`src/rtl/vx_fpu_fflags_csr_pkg.sv`:
```
// rtl/vx_fpu_fflags_csr_pkg.sv - shared FPU types and fcsr helpers
// Purpose: fflags/fclass types, fcsr op/address/rounding-mode enums, width helper
//          and the read-modify-write rule shared by the fcsr fields.
// Ports: none (package).
package vx_fpu_fflags_csr_pkg;

  localparam int FP_FLAGS_BITS = 5;

  // Bit order {NV,DZ,OF,UF,NX}: NX is bit 0, NV is bit 4.
  typedef struct packed {
    logic nv;
    logic dz;
    logic of;
    logic uf;
    logic nx;
  } fflags_t;

  typedef struct packed {
    logic is_normal;
    logic is_zero;
    logic is_subnormal;
    logic is_inf;
    logic is_nan;
    logic is_quiet;
    logic is_signaling;
  } fclass_t;

  typedef enum logic [1:0] {
    CSR_READ  = 2'd0,
    CSR_WRITE = 2'd1,
    CSR_SET   = 2'd2,
    CSR_CLEAR = 2'd3
  } csr_op_e;

  // Address 3 is reserved and decodes to a no-op.
  typedef enum logic [1:0] {
    CSR_FFLAGS = 2'd0,
    CSR_FRM    = 2'd1,
    CSR_FCSR   = 2'd2
  } csr_fpu_addr_e;

  typedef enum logic [2:0] {
    FRM_RNE = 3'd0,
    FRM_RTZ = 3'd1,
    FRM_RDN = 3'd2,
    FRM_RUP = 3'd3,
    FRM_RMM = 3'd4
  } frm_e;

  function automatic int fpu_wid_w(input int n);
    return (n > 1) ? $clog2(n) : 1;
  endfunction

  // Operands are zero-extended to 8 bits by the caller, so bits outside the
  // addressed field stay zero for SET/CLEAR and are simply dropped afterwards.
  function automatic logic [7:0] fpu_csr_apply(input logic [1:0] op,
                                               input logic [7:0] cur,
                                               input logic [7:0] opnd);
    case (op)
      CSR_WRITE: return opnd;
      CSR_SET:   return cur | opnd;
      CSR_CLEAR: return cur & ~opnd;
      default:   return cur;
    endcase
  endfunction

endpackage

```
`src/rtl/vx_fpu_fflags_csr_if.sv`:
```
// rtl/vx_fpu_fflags_csr_if.sv - commit, CSR and frm lookup bus of the fflags CSR block
// Purpose: bundles the FPU commit beat, the CSR request/response pair and the
//          rounding-mode lookup.
// Modports: master = FPU commit source + CSR unit, slave = vx_fpu_fflags_csr.
interface vx_fpu_fflags_csr_if #(
  parameter int NUM_WARPS = 4,
  parameter int NUM_LANES = 4
);
  import vx_fpu_fflags_csr_pkg::*;

  localparam int WID_W = fpu_wid_w(NUM_WARPS);

  logic                                 commit_valid;
  logic                                 commit_ready;
  logic [WID_W-1:0]                     commit_wid;
  logic [NUM_LANES-1:0]                 commit_tmask;
  logic                                 commit_has_fflags;
  logic [NUM_LANES*FP_FLAGS_BITS-1:0]   commit_fflags;

  logic                                 csr_req_valid;
  logic                                 csr_req_ready;
  logic [WID_W-1:0]                     csr_req_wid;
  logic [1:0]                           csr_req_op;
  logic [1:0]                           csr_req_addr;
  logic [7:0]                           csr_req_data;
  logic                                 csr_rsp_valid;
  logic [7:0]                           csr_rsp_data;

  logic [WID_W-1:0]                     frm_wid;
  logic [2:0]                           frm_out;

  modport master (
    output commit_valid, commit_wid, commit_tmask, commit_has_fflags, commit_fflags,
    output csr_req_valid, csr_req_wid, csr_req_op, csr_req_addr, csr_req_data,
    output frm_wid,
    input  commit_ready, csr_req_ready, csr_rsp_valid, csr_rsp_data, frm_out
  );

  modport slave (
    input  commit_valid, commit_wid, commit_tmask, commit_has_fflags, commit_fflags,
    input  csr_req_valid, csr_req_wid, csr_req_op, csr_req_addr, csr_req_data,
    input  frm_wid,
    output commit_ready, csr_req_ready, csr_rsp_valid, csr_rsp_data, frm_out
  );

endinterface

```
`src/rtl/vx_fflags_reduce.sv`:
```
// rtl/vx_fflags_reduce.sv - masked OR of per-lane exception flags
// Purpose: combinational OR of the fflags of every active lane.
// Ports: tmask_i  active lanes
//        fflags_i per-lane flags, lane 0 in the LSBs
//        fflags_o OR over active lanes
module vx_fflags_reduce
  import vx_fpu_fflags_csr_pkg::*;
#(
  parameter int NUM_LANES = 4
) (
  input  logic [NUM_LANES-1:0]               tmask_i,
  input  logic [NUM_LANES*FP_FLAGS_BITS-1:0] fflags_i,
  output fflags_t                            fflags_o
);

  logic [FP_FLAGS_BITS-1:0] acc;

  always_comb begin
    acc = '0;
    for (int i = 0; i < NUM_LANES; i++) begin
      if (tmask_i[i]) acc = acc | fflags_i[i*FP_FLAGS_BITS +: FP_FLAGS_BITS];
    end
    fflags_o = acc;
  end

endmodule

```
`src/rtl/vx_fpu_fflags_csr.sv`:
```
// rtl/vx_fpu_fflags_csr.sv - per-warp sticky fflags accumulation and fcsr CSR access
// Purpose: reduces FPU commit flags over active lanes, accumulates them into
//          per-warp fflags through a two-stage pipe, and serves fflags/frm/fcsr
//          READ/WRITE/SET/CLEAR with a one-cycle response.
// Ports: clk, reset  clock, synchronous active-high reset
//        bus         vx_fpu_fflags_csr_if.slave (commit, CSR req/rsp, frm lookup)
module vx_fpu_fflags_csr #(
  parameter int NUM_WARPS = 4,
  parameter int NUM_LANES = 4
) (
  input  logic               clk,
  input  logic               reset,
  vx_fpu_fflags_csr_if.slave bus
);
  import vx_fpu_fflags_csr_pkg::*;

  localparam int WID_W = fpu_wid_w(NUM_WARPS);
  localparam logic [WID_W:0] NW = (WID_W + 1)'(NUM_WARPS);

  fflags_t          commit_red;
  logic             s1_valid_q, s2_valid_q;
  logic [WID_W-1:0] s1_wid_q, s2_wid_q;
  fflags_t          s1_red_q, s2_red_q;

  logic [4:0]       fflags_q [NUM_WARPS];
  logic [4:0]       fflags_d [NUM_WARPS];
  logic [2:0]       frm_q    [NUM_WARPS];
  logic [2:0]       frm_d    [NUM_WARPS];

  logic             csr_ready, csr_fire, csr_wid_ok;
  logic [4:0]       ff_sel, new_ff;
  logic [2:0]       frm_sel, new_frm;
  logic [7:0]       csr_old, csr_upd;
  logic             rsp_valid_q;
  logic [7:0]       rsp_data_q;

  vx_fflags_reduce #(.NUM_LANES(NUM_LANES)) u_reduce (
    .tmask_i  (bus.commit_tmask),
    .fflags_i (bus.commit_fflags),
    .fflags_o (commit_red)
  );

  // Commit pipe. Beats without flags or active lanes never enter it, so they
  // neither update state nor stall the CSR port.
  always_ff @(posedge clk) begin
    if (reset) begin
      s1_valid_q <= 1'b0;
      s2_valid_q <= 1'b0;
      s1_wid_q   <= '0;
      s2_wid_q   <= '0;
      s1_red_q   <= '0;
      s2_red_q   <= '0;
    end else begin
      s1_valid_q <= bus.commit_valid & bus.commit_has_fflags & (|bus.commit_tmask);
      s1_wid_q   <= bus.commit_wid;
      s1_red_q   <= commit_red;
      s2_valid_q <= s1_valid_q;
      s2_wid_q   <= s1_wid_q;
      s2_red_q   <= s1_red_q;
    end
  end

  // Holding a CSR op while its warp has a commit in flight orders it after
  // that commit and rules out a same-warp CSR/commit write in one cycle.
  assign csr_ready = ~reset
                   & ~(s1_valid_q && (s1_wid_q == bus.csr_req_wid))
                   & ~(s2_valid_q && (s2_wid_q == bus.csr_req_wid));
  assign csr_fire  = bus.csr_req_valid & csr_ready;
  assign csr_wid_ok = ({1'b0, bus.csr_req_wid} < NW);

  assign bus.commit_ready  = ~reset;
  assign bus.csr_req_ready = csr_ready;
  assign bus.csr_rsp_valid = rsp_valid_q;
  assign bus.csr_rsp_data  = rsp_data_q;
  assign bus.frm_out       = ({1'b0, bus.frm_wid} < NW) ? frm_q[bus.frm_wid] : 3'd0;

  // Old value and updated fields of the addressed warp; out-of-range warps read as 0.
  always_comb begin
    ff_sel  = csr_wid_ok ? fflags_q[bus.csr_req_wid] : 5'd0;
    frm_sel = csr_wid_ok ? frm_q[bus.csr_req_wid] : 3'd0;
    csr_old = 8'h00;
    csr_upd = 8'h00;
    new_ff  = ff_sel;
    new_frm = frm_sel;
    case (bus.csr_req_addr)
      CSR_FFLAGS: begin
        csr_old = {3'b000, ff_sel};
        csr_upd = fpu_csr_apply(bus.csr_req_op, csr_old, {3'b000, bus.csr_req_data[4:0]});
        new_ff  = csr_upd[4:0];
      end
      CSR_FRM: begin
        csr_old = {5'b00000, frm_sel};
        csr_upd = fpu_csr_apply(bus.csr_req_op, csr_old, {5'b00000, bus.csr_req_data[2:0]});
        new_frm = csr_upd[2:0];
      end
      CSR_FCSR: begin
        csr_old = {frm_sel, ff_sel};
        csr_upd = fpu_csr_apply(bus.csr_req_op, csr_old, bus.csr_req_data);
        new_ff  = csr_upd[4:0];
        new_frm = csr_upd[7:5];
      end
      default: ;
    endcase
  end

  always_comb begin
    for (int w = 0; w < NUM_WARPS; w++) begin
      fflags_d[w] = fflags_q[w];
      frm_d[w]    = frm_q[w];
      if (s2_valid_q && (s2_wid_q == WID_W'(w))) fflags_d[w] = fflags_q[w] | s2_red_q;
      if (csr_fire && (bus.csr_req_wid == WID_W'(w))) begin
        fflags_d[w] = new_ff;
        frm_d[w]    = new_frm;
      end
    end
  end

  always_ff @(posedge clk) begin
    if (reset) begin
      for (int w = 0; w < NUM_WARPS; w++) begin
        fflags_q[w] <= '0;
        frm_q[w]    <= FRM_RNE;
      end
      rsp_valid_q <= 1'b0;
      rsp_data_q  <= 8'h00;
    end else begin
      for (int w = 0; w < NUM_WARPS; w++) begin
        fflags_q[w] <= fflags_d[w];
        frm_q[w]    <= frm_d[w];
      end
      rsp_valid_q <= csr_fire;
      if (csr_fire) rsp_data_q <= csr_old;
    end
  end

endmodule

```
`src/flat_wrapper.sv`:
```
// flat-port wrapper written by rule: the top's interface ports become plain ports
module vx_fpu_fflags_csr_flat import vx_fpu_fflags_csr_pkg::*;
#(
  parameter int NUM_WARPS = 4,
  parameter int NUM_LANES = 4
)
  (clk, reset, bus_commit_valid, bus_commit_wid, bus_commit_tmask, bus_commit_has_fflags, bus_commit_fflags, bus_csr_req_valid, bus_csr_req_wid, bus_csr_req_op, bus_csr_req_addr, bus_csr_req_data, bus_frm_wid, bus_commit_ready, bus_csr_req_ready, bus_csr_rsp_valid, bus_csr_rsp_data, bus_frm_out);
  vx_fpu_fflags_csr_if #(.NUM_WARPS(NUM_WARPS), .NUM_LANES(NUM_LANES)) bus_i ();
  input  logic clk;
  input  logic reset;
  input wire logic [$bits(bus_i.commit_valid)-1:0] bus_commit_valid;
  input wire logic [$bits(bus_i.commit_wid)-1:0] bus_commit_wid;
  input wire logic [$bits(bus_i.commit_tmask)-1:0] bus_commit_tmask;
  input wire logic [$bits(bus_i.commit_has_fflags)-1:0] bus_commit_has_fflags;
  input wire logic [$bits(bus_i.commit_fflags)-1:0] bus_commit_fflags;
  input wire logic [$bits(bus_i.csr_req_valid)-1:0] bus_csr_req_valid;
  input wire logic [$bits(bus_i.csr_req_wid)-1:0] bus_csr_req_wid;
  input wire logic [$bits(bus_i.csr_req_op)-1:0] bus_csr_req_op;
  input wire logic [$bits(bus_i.csr_req_addr)-1:0] bus_csr_req_addr;
  input wire logic [$bits(bus_i.csr_req_data)-1:0] bus_csr_req_data;
  input wire logic [$bits(bus_i.frm_wid)-1:0] bus_frm_wid;
  output wire logic [$bits(bus_i.commit_ready)-1:0] bus_commit_ready;
  output wire logic [$bits(bus_i.csr_req_ready)-1:0] bus_csr_req_ready;
  output wire logic [$bits(bus_i.csr_rsp_valid)-1:0] bus_csr_rsp_valid;
  output wire logic [$bits(bus_i.csr_rsp_data)-1:0] bus_csr_rsp_data;
  output wire logic [$bits(bus_i.frm_out)-1:0] bus_frm_out;
  assign bus_i.commit_valid = bus_commit_valid;
  assign bus_i.commit_wid = bus_commit_wid;
  assign bus_i.commit_tmask = bus_commit_tmask;
  assign bus_i.commit_has_fflags = bus_commit_has_fflags;
  assign bus_i.commit_fflags = bus_commit_fflags;
  assign bus_i.csr_req_valid = bus_csr_req_valid;
  assign bus_i.csr_req_wid = bus_csr_req_wid;
  assign bus_i.csr_req_op = bus_csr_req_op;
  assign bus_i.csr_req_addr = bus_csr_req_addr;
  assign bus_i.csr_req_data = bus_csr_req_data;
  assign bus_i.frm_wid = bus_frm_wid;
  assign bus_commit_ready = bus_i.commit_ready;
  assign bus_csr_req_ready = bus_i.csr_req_ready;
  assign bus_csr_rsp_valid = bus_i.csr_rsp_valid;
  assign bus_csr_rsp_data = bus_i.csr_rsp_data;
  assign bus_frm_out = bus_i.frm_out;
  vx_fpu_fflags_csr #(.NUM_WARPS(NUM_WARPS), .NUM_LANES(NUM_LANES)) u_core (.clk(clk), .reset(reset), .bus(bus_i));
endmodule
```
`config.mk`:
```
export PLATFORM = sky130hd
export DESIGN_NAME = vx_fpu_fflags_csr_flat
export DESIGN_NICKNAME = d
export VERILOG_FILES = /design/src/rtl/vx_fpu_fflags_csr_pkg.sv /design/src/rtl/vx_fpu_fflags_csr_if.sv /design/src/rtl/vx_fflags_reduce.sv /design/src/rtl/vx_fpu_fflags_csr.sv /design/src/flat_wrapper.sv
export SDC_FILE = /design/constraint.sdc
export NUM_CORES = 1
export LEC_CHECK = 0
export ABC_AREA = 1
export ABC_CLOCK_PERIOD_IN_PS = 4000
export BUFFER_PORTS_ARGS = -buffer_cell sky130_fd_sc_hd__buf_2
export CORE_MARGIN = 2
export CORE_UTILIZATION = 45
export CTS_CLUSTER_DIAMETER = 80
export DETAILED_ROUTE_END_ITERATION = 12
export GPL_ROUTABILITY_DRIVEN = 0
export GPL_TIMING_DRIVEN = 0
export PLACE_DENSITY_LB_ADDON = 0.25
export SKIP_LAST_GASP = 1
export SYNTH_ARGS = -nofsm -noshare
export SYNTH_HDL_FRONTEND = slang
export SYNTH_SLANG_ARGS = --single-unit
```
`constraint.sdc`:
```
create_clock -name clk -period 4 [get_ports clk]
set_clock_uncertainty 0.2 [all_clocks]
set_input_delay 0.2 -clock clk [delete_from_list [all_inputs] [get_ports clk]]
set_output_delay 0.2 -clock clk [all_outputs]
set_load 0.01 [all_outputs]
```
# Word level (Yosys, flattened, before mapping)
# Memory sizes are Yosys's and may differ from the RTL's.
# Cells that the tools add are included.
[totals]
memories = 2
reg_bits = 25
ramBits = 32
word_cells = 118
[op_classes]
mux = 33
n_bitwise = 32
n_reduce_logical = 18
eq_ne = 17
[mem_list]
columns = ["memory", "words", "word_bits", "rd", "rd_ports_with_merged_regs", "wr", "line_no", "text"]
rows = [
  ["u_core.fflags_q", 4, 5, 5, 0, 4, "vx_fpu_fflags_csr.sv:25", "logic [4:0] fflags_q [NUM_WARPS];"],
  ["u_core.frm_q", 4, 3, 2, 0, 4, "vx_fpu_fflags_csr.sv:27", "logic [2:0] frm_q [NUM_WARPS];"],
]
[op_table]
columns = ["op", "n"]
rows = [
  ["5-bit 2-to-1 mux", 16],
  ["8-bit case mux with 3 select lines", 2],
  ["5-bit OR", 8],
  ["3-bit 2-to-1 mux", 8],
  ["5-bit case mux with 3 select lines", 1],
  ["2-bit == test (second input constant)", 7],
  ["1-bit logical AND", 10],
  ["5-bit case mux with 2 select lines", 1],
  ["3-bit case mux with 3 select lines", 1],
  ["8-bit bitwise AND", 1],
  ["2-bit by 1-bit == test with 1-bit output (second input constant)", 4],
  ["8-bit NOT", 1],
  ["1-bit OR", 8],
  ["8-bit OR", 1],
  ["2-bit AND reduction", 4],
  ["2-bit zero test", 3],
  ["3-bit case mux with 2 select lines", 1],
  ["1-bit bitwise AND", 5],
  ["5-bit bitwise AND", 1],
  ["5-bit NOT", 1],
  ["2-bit == test", 2],
  ["1-bit inequality test (second input constant)", 4],
  ["4-bit OR reduction", 1],
  ["3-bit bitwise AND", 1],
  ["4 further kinds", 8],
]

# Depth between registers and ports, before layout
# Gate-level depths: netlist (run 1).
[depth]
depth_word = 10
mapped_depth = 12
mapped_depth_nobuf = 11

# Hierarchy
# Synthesis (run 1) repeated with hierarchy kept, for this count alone.
[unflattened]
hier_cells = 513
area_unflattened_um2 = 3460.8
[modules_own_cells]
columns = ["module", "seq_area_each_um2", "instances", "cells_each", "area_each_um2"]
rows = [
  ["vx_fpu_fflags_csr", 1261.2, 1, 468, 3291.9],
  ["vx_fflags_reduce", 0.0, 1, 45, 168.9],
]

# Least setup slack after synthesis (run 1)
# No wires, ideal clock.
[synth_timing]
path_type = "flip-flop to flip-flop"
start = "register u_core.s2_wid_q[0]"
end = "memory u_core.frm_q[0][0], enable pin"
n_path_buf = 1
path_stages_with_launch = 10
slack_ns = 2.321
setup_ns = 0.304
t_arrival_ns = 1.175
path_cell_list = "dfxtp_1 inv_1 nand2_1 nand2_1 nand3_2 nand2_1 nor2_2 nand3_2 buf_6 nand2_1"
[synth_lines]
columns = ["item", "line_no", "text"]
rows = [
  ["start: declaration", "vx_fpu_fflags_csr.sv:22", "logic [WID_W-1:0] s1_wid_q, s2_wid_q;"],
  ["start signal: assignment", "vx_fpu_fflags_csr.sv:58", "s2_wid_q <= s1_wid_q;"],
  ["end: declaration", "vx_fpu_fflags_csr.sv:27", ""],
]

==> impl_results.md, run 1 <==
* Vias in the first global route at 3179
* Routed wire per std cell at 13.7 um
* Area overhead of the layout relative to synthesis at 24.5%
* Number of buffers and inverters on the critical path at 5
* Share of flip-flops with an asynchronous set or reset at 0
* Standard cell core area at 6870 sq um
* Cell count after placement at 596
* Setup slack of the critical path after layout at 1.75 ns
* Clock sink count at 57
* Critical setup path kind: in2reg
* Leakage power figure at 1.92 nW
* Synth Area in Compound Gates at 0.173
* Worst Setup Start Kind: input port
* Number of buffers created by CTS at 9
* Wire length of the first global-routing pass at 14.3 mm
* Cells after Synth at 441
* Most instantiated library cell after synthesis: sky130_fd_sc_hd__nand2_1
* Antenna violations before repair at 0
* Inserted Diodes at 0
* Post-CTS Setup Inserts at 0
* Area after DPL at 3630 sq um
* Number of nets in the finished design at 577
* Clock network latency to the later pin of the worst-skew pair at 0.33 ns
* Vertical die dimension at 88.6 um
* Residual overflow from global routing at 0
* Worst IR Drop VDD at 0.000288 V
* Net Switching at 383 uW
* Leading post-synthesis cells by instance count: sky130_fd_sc_hd__nand2_1 (113), sky130_fd_sc_hd__nor2_1 (61), sky130_fd_sc_hd__inv_1 (53)
* Post-detailed-route count of antenna-violating nets at 0
* Setup repair after global routing missed its margin: false
* Crit share post-route at 0.562
* Most area-consuming cells after synthesis: sky130_fd_sc_hd__dfxtp_1 (28%), sky130_fd_sc_hd__nand2_1 (13%), sky130_fd_sc_hd__edfxtp_1 (11%), sky130_fd_sc_hd__nor2_1 (7.1%), sky130_fd_sc_hd__inv_1 (6.2%)
* Via count at 3178
* Overall fraction of global-route tracks in use at 0.238
* Clock slew at the register clock pins of the worst setup and hold paths at 0.06 ns
* Core Rows at 30
* Number of non-filler instances in the completed layout at 627
* Clock tree buffer depth at 2
* Part of the total power dissipated in combinational logic at 0.157
* Cell type with the largest total area after synthesis: sky130_fd_sc_hd__dfxtp_1
* Maximum number of pins on one net before global-route repair at 11
* Mean instance size in the synthesized netlist at 7.29 sq um
* Biggest fanout along the worst timing path at 10
* Iteration count of the initial detailed-routing pass at 5
* Part of the total power dissipated in sequential elements at 0.432
* Sum of negative setup slack at 0 ns
* Share of synthesized cell area in and, or, nand and nor gates at 0.325
* Post-Route WL at 8.58 mm
* Yosys warning count at 0
* Number of synthesized register bits at 57
* Slowest CP cell: sky130_fd_sc_hd__dlygate4sd3_1
* Max-Slew Margin vs Limit at 0.567
* Power share of the clock group at 0.411
* Effective utilization at floorplan at 0.468
* Largest family of logic cells by synthesized area: simple AND/OR/NAND/NOR gates
* Final setup violating endpoints at 0
* Switching power share of the total at 0.266
* Clock root buffer: sky130_fd_sc_hd__clkbuf_8
* Kind of cell adding the most delay to the critical path: buffers and inverters
* Max Transition Viols Final at 0
* Die width at 88.6 um
* Critical path's most frequent cell: sky130_fd_sc_hd__dlygate4sd3_1
* Worst EP required at 4.08 ns
* Class of the tightest hold or removal check: in2reg
* CTS tree: done
* Internal power of the cells at 1.06 mW
* Max-cap violations at 0
* Share of Yosys cell area claimed by the top area cell type at 0.280
* Final-layout fill cell count at 636
* Fraction of layout cells with a size suffix above 1 at 0.220
* Multiplexer area fraction after synthesis at 0
* Post-route total power at 1.44 mW
* # H-tree levels at 3
* Final HPWL from detailed placement at 6.51 mm
* Ports at 61
* Syn nets at 492
* Synthesized-area fraction occupied by adder cells at 0.0156
* Via-to-Cell Ratio at 5.07
* Count of unresolved DRC violations after routing at 0
* Outcome: finished clean
* Critical Path AT at 2.32 ns
* Slowest stage delay, CP at 0.59 ns
* Synth Area in XOR/XNOR at 0
* Final hold violation count at 0
* Prevailing post-synth register cell: sky130_fd_sc_hd__dfxtp_1
* Setup WS pre-CTS at 2.03 ns
* Post-route standard cell area excluding fillers at 4010 sq um
* Power per unit of standard cell area at 360 nW/um^2
* First-iteration detailed-routing DRC count at 232
* Die area at 7840 sq um
* Slew at the pin with the worst max-slew slack at 0.650 ns
* Count of input and output buffers at 59
* Capturing element type of the critical path: flip-flop
* Final Critical Period at 2.25 ns
* Count of flip-flops with a built-in enable after synthesis at 12
* F_max at 445 MHz
* Netlist area before placement at 3220 sq um
* Synth unique cells at 38
* Seq/Total Area, Yosys at 0.392
* Cells along the critical path: buf_2, inv_2, buf_1, nand3_1, dlygate4sd3_1, nor2_1, dlygate4sd3_1
-- worst paths after layout --
kind	from	endpoint	slack [ns]	cells after the start
setup / recovery	reset	u_core.s1_valid_q	1.75	7
hold / removal	bus_csr_req_valid	u_core.fflags_q[0][3]	0.09	5
hold reg to reg	u_core.s1_red_q[4]	u_core.s2_red_q[4]	0.21	2
setup reg to reg	u_core.s2_wid_q[0]	u_core.fflags_q[0][3]	2.12	9
-- power by group through the flow --
stage	Clock [mW]	Combinational [mW]	Sequential (mW)
global placement	0	0.206	0.634
floorplan	0	0.135	0.632
detailed placement	0	0.210	0.634
CTS	0.600	0.224	0.621
finish	0.593	0.226	0.622
global route	0.622	0.253	0.624
-- tightest hold or removal path, stage by stage --
cell	delay [ns]
sky130_fd_sc_hd__buf_2	0.12
sky130_fd_sc_hd__nand3_2	0.09
sky130_fd_sc_hd__nand3_1	0.07
sky130_fd_sc_hd__nand2_1	0.06
sky130_fd_sc_hd__nor2_1	0.03
-- cell type report --
class                   instances  area [sq um]  area share
flip-flops and latches         57          1260       0.315
well taps                      96           120      0.0300
multi-input cells             316          1650       0.413
plain buffers                  10          82.6      0.0206
clock buffers                  13           180      0.0450
inverters                      58           220      0.0550
clock inverters                 3          42.5      0.0106
repair buffers                 74           445       0.111
-- registers in the layout, summed over array words and instances (netlist names) --
signal and count:
u_core.bus.csr_rsp_valid 1, u_core.s2_wid_q 2, u_core.bus.csr_rsp_data 8, u_core.s1_valid_q 1, u_core.s1_wid_q 2, u_core.s1_red_q 5
u_core.frm_q 12, u_core.s2_red_q 5, u_core.fflags_q 20, u_core.s2_valid_q 1
-- through the flow --
step | util | hold WS (ns)
floorplan | - | 0.107
global placement | 0.529 | 0.189
detailed placement | 0.529 | 0.197
CTS | 0.583 | 0.0807
global route | 0.583 | 0.147
finish | 0.583 | 0.0873
-- cells in the final DEF, fill, tap and decap left out, types with 11 or more instances in the layout --
cell / n
sky130_fd_sc_hd__o21ai_0: 21
sky130_fd_sc_hd__a21oi_1: 18
sky130_fd_sc_hd__edfxtp_1: 12
sky130_fd_sc_hd__dfxtp_1: 45
sky130_fd_sc_hd__nor2_1: 61
sky130_fd_sc_hd__nand3_1: 30
sky130_fd_sc_hd__buf_2: 59
sky130_fd_sc_hd__nand2_1: 113
sky130_fd_sc_hd__clkbuf_8: 11
sky130_fd_sc_hd__inv_1: 53
sky130_fd_sc_hd__dlygate4sd3_1: 15
-- metal layers --
metal  vias up  track usage  wire (um)
met5         -            0          0
met4         0       0.0868        178
met3        16       0.0485        345
met2        75        0.411       4210
met1      1470        0.293       3850
li1       1617            -          -
-- what timing repair did --
action / CTS / global route
hold buffers: 15 / 0
gates resized for setup: 0 / 0
endpoints found under the hold margin: 8 / 0
-- cells by family after synthesis --
group                      Yosys count
and+or+nand+nor                    230
AOI/OAI and AO/OA                   82
buffers and inverters               68
DFF                                 57
adders and majority gates            4
Power figures use the tool's default switching activity.
==> run 2, diff against run 1 <==
--- a/config.mk
+++ b/config.mk
@@ -5,8 +5,8 @@
 export SDC_FILE = /design/constraint.sdc
 export NUM_CORES = 1
 export LEC_CHECK = 0
-export ABC_AREA = 1
-export ABC_CLOCK_PERIOD_IN_PS = 4000
+export ABC_AREA = 0
+export ABC_CLOCK_PERIOD_IN_PS = 2100
 export BUFFER_PORTS_ARGS = -buffer_cell sky130_fd_sc_hd__buf_2
 export CORE_MARGIN = 2
 export CORE_UTILIZATION = 45
==> constraint.sdc (replaced) <==
create_clock -name clk -period 2.1 [get_ports clk]
set_clock_uncertainty 0.2 [all_clocks]
set_input_delay 0.105 -clock clk [delete_from_list [all_inputs] [get_ports clk]]
set_output_delay 0.105 -clock clk [all_outputs]
set_load 0.01 [all_outputs]
==> run 2 against run 1 <==
  * Via count is 16% lower
  * Sequential power is 91% higher
  * Die area is 7.2% lower
  * Non-clock buffer count is 7 higher
  * Utilization is 0.099 points higher
  * Clock power is 72% higher
  * Setup slack worse by 1.7 ns
  * Largest power group unchanged
  * Highest routed layer unchanged
==> impl_results.md, run 2 <==
* Cell type with the largest total area after synthesis: sky130_fd_sc_hd__dfxtp_1
* Wire length of the first global-routing pass at 12.2 mm (-15%)
* Kind of cell adding the most delay to the critical path: buffers and inverters
* Clock sink count at 57 (unchanged)
* Final HPWL from detailed placement at 5.47 mm (-16%)
* Inserted Diodes at 0 (unchanged)
* Prevailing post-synth register cell: sky130_fd_sc_hd__dfxtp_1
* Worst EP required at 2.12 ns (-1.96 ns)
* Post-Route WL at 7.42 mm (-13%)
* Final Critical Period at 2.06 ns
* Die area at 7270 sq um (-7.2%)
* Global-route layer with the greatest usage: met2
* Area after DPL at 3350 sq um (-7.8%)
* Class of the tightest hold or removal check: in2reg
* Seq/Total Area, Yosys at 0.424 (+0.0322)
* Max-cap violations at 0 (unchanged)
* Critical setup path kind: in2reg
* Maximum number of pins on one net before global-route repair at 12 (+1)
* Yosys warning count at 0 (unchanged)
* Mean instance size in the synthesized netlist at 9.98 sq um (+37%)
* Count of input and output buffers at 56 (-5.1%)
* Setup repair after global routing missed its margin: false
* Iteration count of the initial detailed-routing pass at 4 (-1)
* Capturing element type of the critical path: flip-flop
* Biggest fanout along the worst timing path at 1 (-9)
* RR Startpoint: u_core.frm_q[3][0]
* Netlist area before placement at 2970 sq um (-7.6%)
* Sum of negative setup slack at 0 ns (unchanged)
* Number of buffers and inverters on the critical path at 4 (-1)
* Slowest stage delay, CP at 0.57 ns (-0.02 ns)
* CTS tree: done
* Syn nets at 349 (-29%)
* Residual overflow from global routing at 0 (unchanged)
* Overall fraction of global-route tracks in use at 0.215 (-0.0231)
* Standard cell core area at 6390 sq um (-7.0%)
* Met1 Track Usage GR at 0.246 (-0.0471)
* Final hold violation count at 0 (unchanged)
* Antenna violations before repair at 0 (unchanged)
* Count of flip-flops with a built-in enable after synthesis at 12 (unchanged)
* Power per unit of standard cell area at 699 nW/um^2 (+94%)
* Cells along the critical path: dlygate4sd3_1, buf_2, a22oi_1, dlygate4sd3_1, a21oi_1, dlygate4sd3_1
* Met3 capacity usage during global routing at 0.0516 (+0.00305)
* Routed wire per std cell at 16.0 um (+17%)
* Slowest CP cell: sky130_fd_sc_hd__dlygate4sd3_1
* Leakage power figure at 1.45 nW (-24%)
* Core Rows at 29 (-3.3%)
* Post-route standard cell area excluding fillers at 3730 sq um (-6.9%)
* Worst IR Drop VDD at 0.000411 V (+42%)
* Crit share post-route at 0.982
* Critical path's most frequent cell: sky130_fd_sc_hd__dlygate4sd3_1
* Post-detailed-route count of antenna-violating nets at 0 (unchanged)
* R2R cell count at 4 (-5)
* F_max at 485 MHz
* Share of Yosys cell area claimed by the top area cell type at 0.303 (+0.0230)
* # H-tree levels at 3 (unchanged)
* Global-route track usage on met2 at 0.392 (-0.0194)
* Via count at 2670 (-16%)
* Max Transition Viols Final at 0 (unchanged)
* Number of buffers created by CTS at 9 (unchanged)
* Register with the most flip-flops: u_core.fflags_q
* Ports at 61 (unchanged)
* Share of flip-flops with an asynchronous set or reset at 0 (unchanged)
* Most instantiated library cell after synthesis: sky130_fd_sc_hd__dfxtp_1
* Number of synthesized register bits at 57 (unchanged)
* Count of unresolved DRC violations after routing at 0 (unchanged)
* Endpoint of the worst hold-timing path: u_core.s1_valid_q
* Via-to-Cell Ratio at 5.74 (+13%)
* Most frequent cells in the layout: sky130_fd_sc_hd__buf_2 (63), sky130_fd_sc_hd__dfxtp_1 (45), sky130_fd_sc_hd__nand2_1 (34)
* Fraction of layout cells with a size suffix above 1 at 0.302 (+0.0812)
* Vias in the first global route at 2630 (-17%)
* Max-Slew Margin vs Limit at 0.509 (-0.0575)
* Number of nets in the finished design at 434 (-25%)
* Leading post-synthesis cells by instance count: sky130_fd_sc_hd__dfxtp_1 (45), sky130_fd_sc_hd__nand2_1 (34), sky130_fd_sc_hd__a21oi_1 (29)
* Reg2reg setup slack at 0.07 ns (-2.05 ns)
* Post-CTS Setup Inserts at 0 (unchanged)
* Critical Path AT at 2.08 ns (-0.24 ns)
* Slew at the pin with the worst max-slew slack at 0.734 ns (+0.0846 ns)
* Final setup violating endpoints at 0 (unchanged)
* Clock network latency to the later pin of the worst-skew pair at 0.34 ns (about the same)
* Worst hold stages at 3 (-2)
* Vertical die dimension at 85.3 um (-3.7%)
* Area overhead of the layout relative to synthesis at 25.5%
* Most frequent standard cell in the layout excluding fill and tap cells: sky130_fd_sc_hd__buf_2
* Terminus of the critical flop-to-flop path: u_core.frm_q[3][0]
* First-iteration detailed-routing DRC count at 102 (-56%)
* Cells after Synth at 298 (-32%)
* Max FFs per register at 20 (unchanged)
* Clock slew at the register clock pins of the worst setup and hold paths at 0.07 ns (about the same)
* Synth unique cells at 43 (+13%)
* Die width at 85.3 um (-3.7%)
* Post-route total power at 2.61 mW (+81%)
* Effective utilization at floorplan at 0.466 (-0.00279)
* Worst hold path startpoint: bus_commit_tmask[1]
* Clock root buffer: sky130_fd_sc_hd__clkbuf_8
* Outcome: finished clean
* Worst Setup Start Kind: input port
* Clock tree buffer depth at 2 (unchanged)
* Most area-consuming cells after synthesis: sky130_fd_sc_hd__dfxtp_1 (30%), sky130_fd_sc_hd__edfxtp_1 (12%), sky130_fd_sc_hd__mux4_2 (8.3%), sky130_fd_sc_hd__a21oi_1 (4.9%), sky130_fd_sc_hd__o31ai_1 (4.8%)
==> run 2: changes by cell type in the layout (fill, tap and decap cells not counted), moves of 14 or more <==
cell                      delta
sky130_fd_sc_hd__inv_1      -48
sky130_fd_sc_hd__o21ai_0    -15
sky130_fd_sc_hd__nand2_1    -79
sky130_fd_sc_hd__nor3_1     +20
sky130_fd_sc_hd__a22oi_1    +14
sky130_fd_sc_hd__o31ai_1    +19
sky130_fd_sc_hd__nor2_1     -52
sky130_fd_sc_hd__nand3_1    -21
==> run 2: worst max-delay path by stage <==
stage	from	endpoint	slack, ns	cells after the start
floorplan	u_core.frm_q[3][0]	u_core.frm_q[0][0]	0.33	4
global placement	bus_csr_req_addr[0]	u_core.fflags_q[1][4]	0.004	9
detailed placement	bus_csr_req_addr[0]	u_core.fflags_q[0][4]	-0.04	9
CTS	bus_commit_fflags[16]	u_core.s1_red_q[1]	0.06	6
global route	bus_commit_fflags[15]	u_core.s1_red_q[0]	0.0007	6
finish	bus_commit_fflags[19]	u_core.s1_red_q[4]	0.04	6
==> run 2: kinds of logic after synthesis <==
logic type,after synthesis,share of synthesized area
compound gates,85,0.200
xor+xnor,5,0.0248
fa+ha+maj,4,0.0168
buf+inv,24,0.0463
flops,57,0.424
mux,11,0.0833
simple gates,112,0.204
==> run 2: power breakdown <==
part	total [mW]	internal, mW	leakage [nW]	switching (mW)
Sequential	1.19	1.16	0.492	0.0270
Combinational	0.398	0.184	0.868	0.214
Clock	1.02	0.552	0.0929	0.468
==> run 2: metal layers <==
layer / up-vias / part of all wire
li1: 1299 / -
met1: 1271 / 0.41
met2: 93 / 0.52
met3: 7 / 0.059
met4: 0 / 0.0094
met5: - / 0
==> run 2: repair_timing <==
| action | in CTS | in global routing |
|---|---|---|
| gates resized for setup | 0 | 1 |
| hold endpoints to repair | 8 | 0 |
| hold buffers | 20 | 0 |
| setup endpoints to repair | 0 | 3 |
==> run 2: cell type report <==
cell class | count | area, sq um
inverter | 7 | 31.3
clock inverter | 6 | 67.6
buffer | 17 | 106
sequential | 57 | 1260
clock buffer | 10 | 128
fill | 579 | 2660
timing repair buffer | 74 | 460
tap | 77 | 96.3
multi-input combinational | 217 | 1580
==> run 2: metrics by stage <==
stage | utilization | setup slack [ns] | std cells | hold slack [ns]
after floorplan | - | 0.333 | 298 | 0.0233
after global placement | 0.524 | 0.00382 | 431 | 0.114
after detailed placement | 0.524 | -0.0411 | 431 | 0.120
after CTS | 0.586 | 0.0571 | 467 | 0.00546
after global routing | 0.584 | 0.000741 | 465 | 0.0706
final | 0.584 | 0.0374 | 465 | 0.00772
==> run 2: worst register-to-register path: stages, from the launching register on <==
cell and delay [ns]:
sky130_fd_sc_hd__edfxtp_1 0.40, sky130_fd_sc_hd__mux4_2 0.59, sky130_fd_sc_hd__a22oi_1 0.19, sky130_fd_sc_hd__o2111a_1 0.30
sky130_fd_sc_hd__nor3_1 0.09
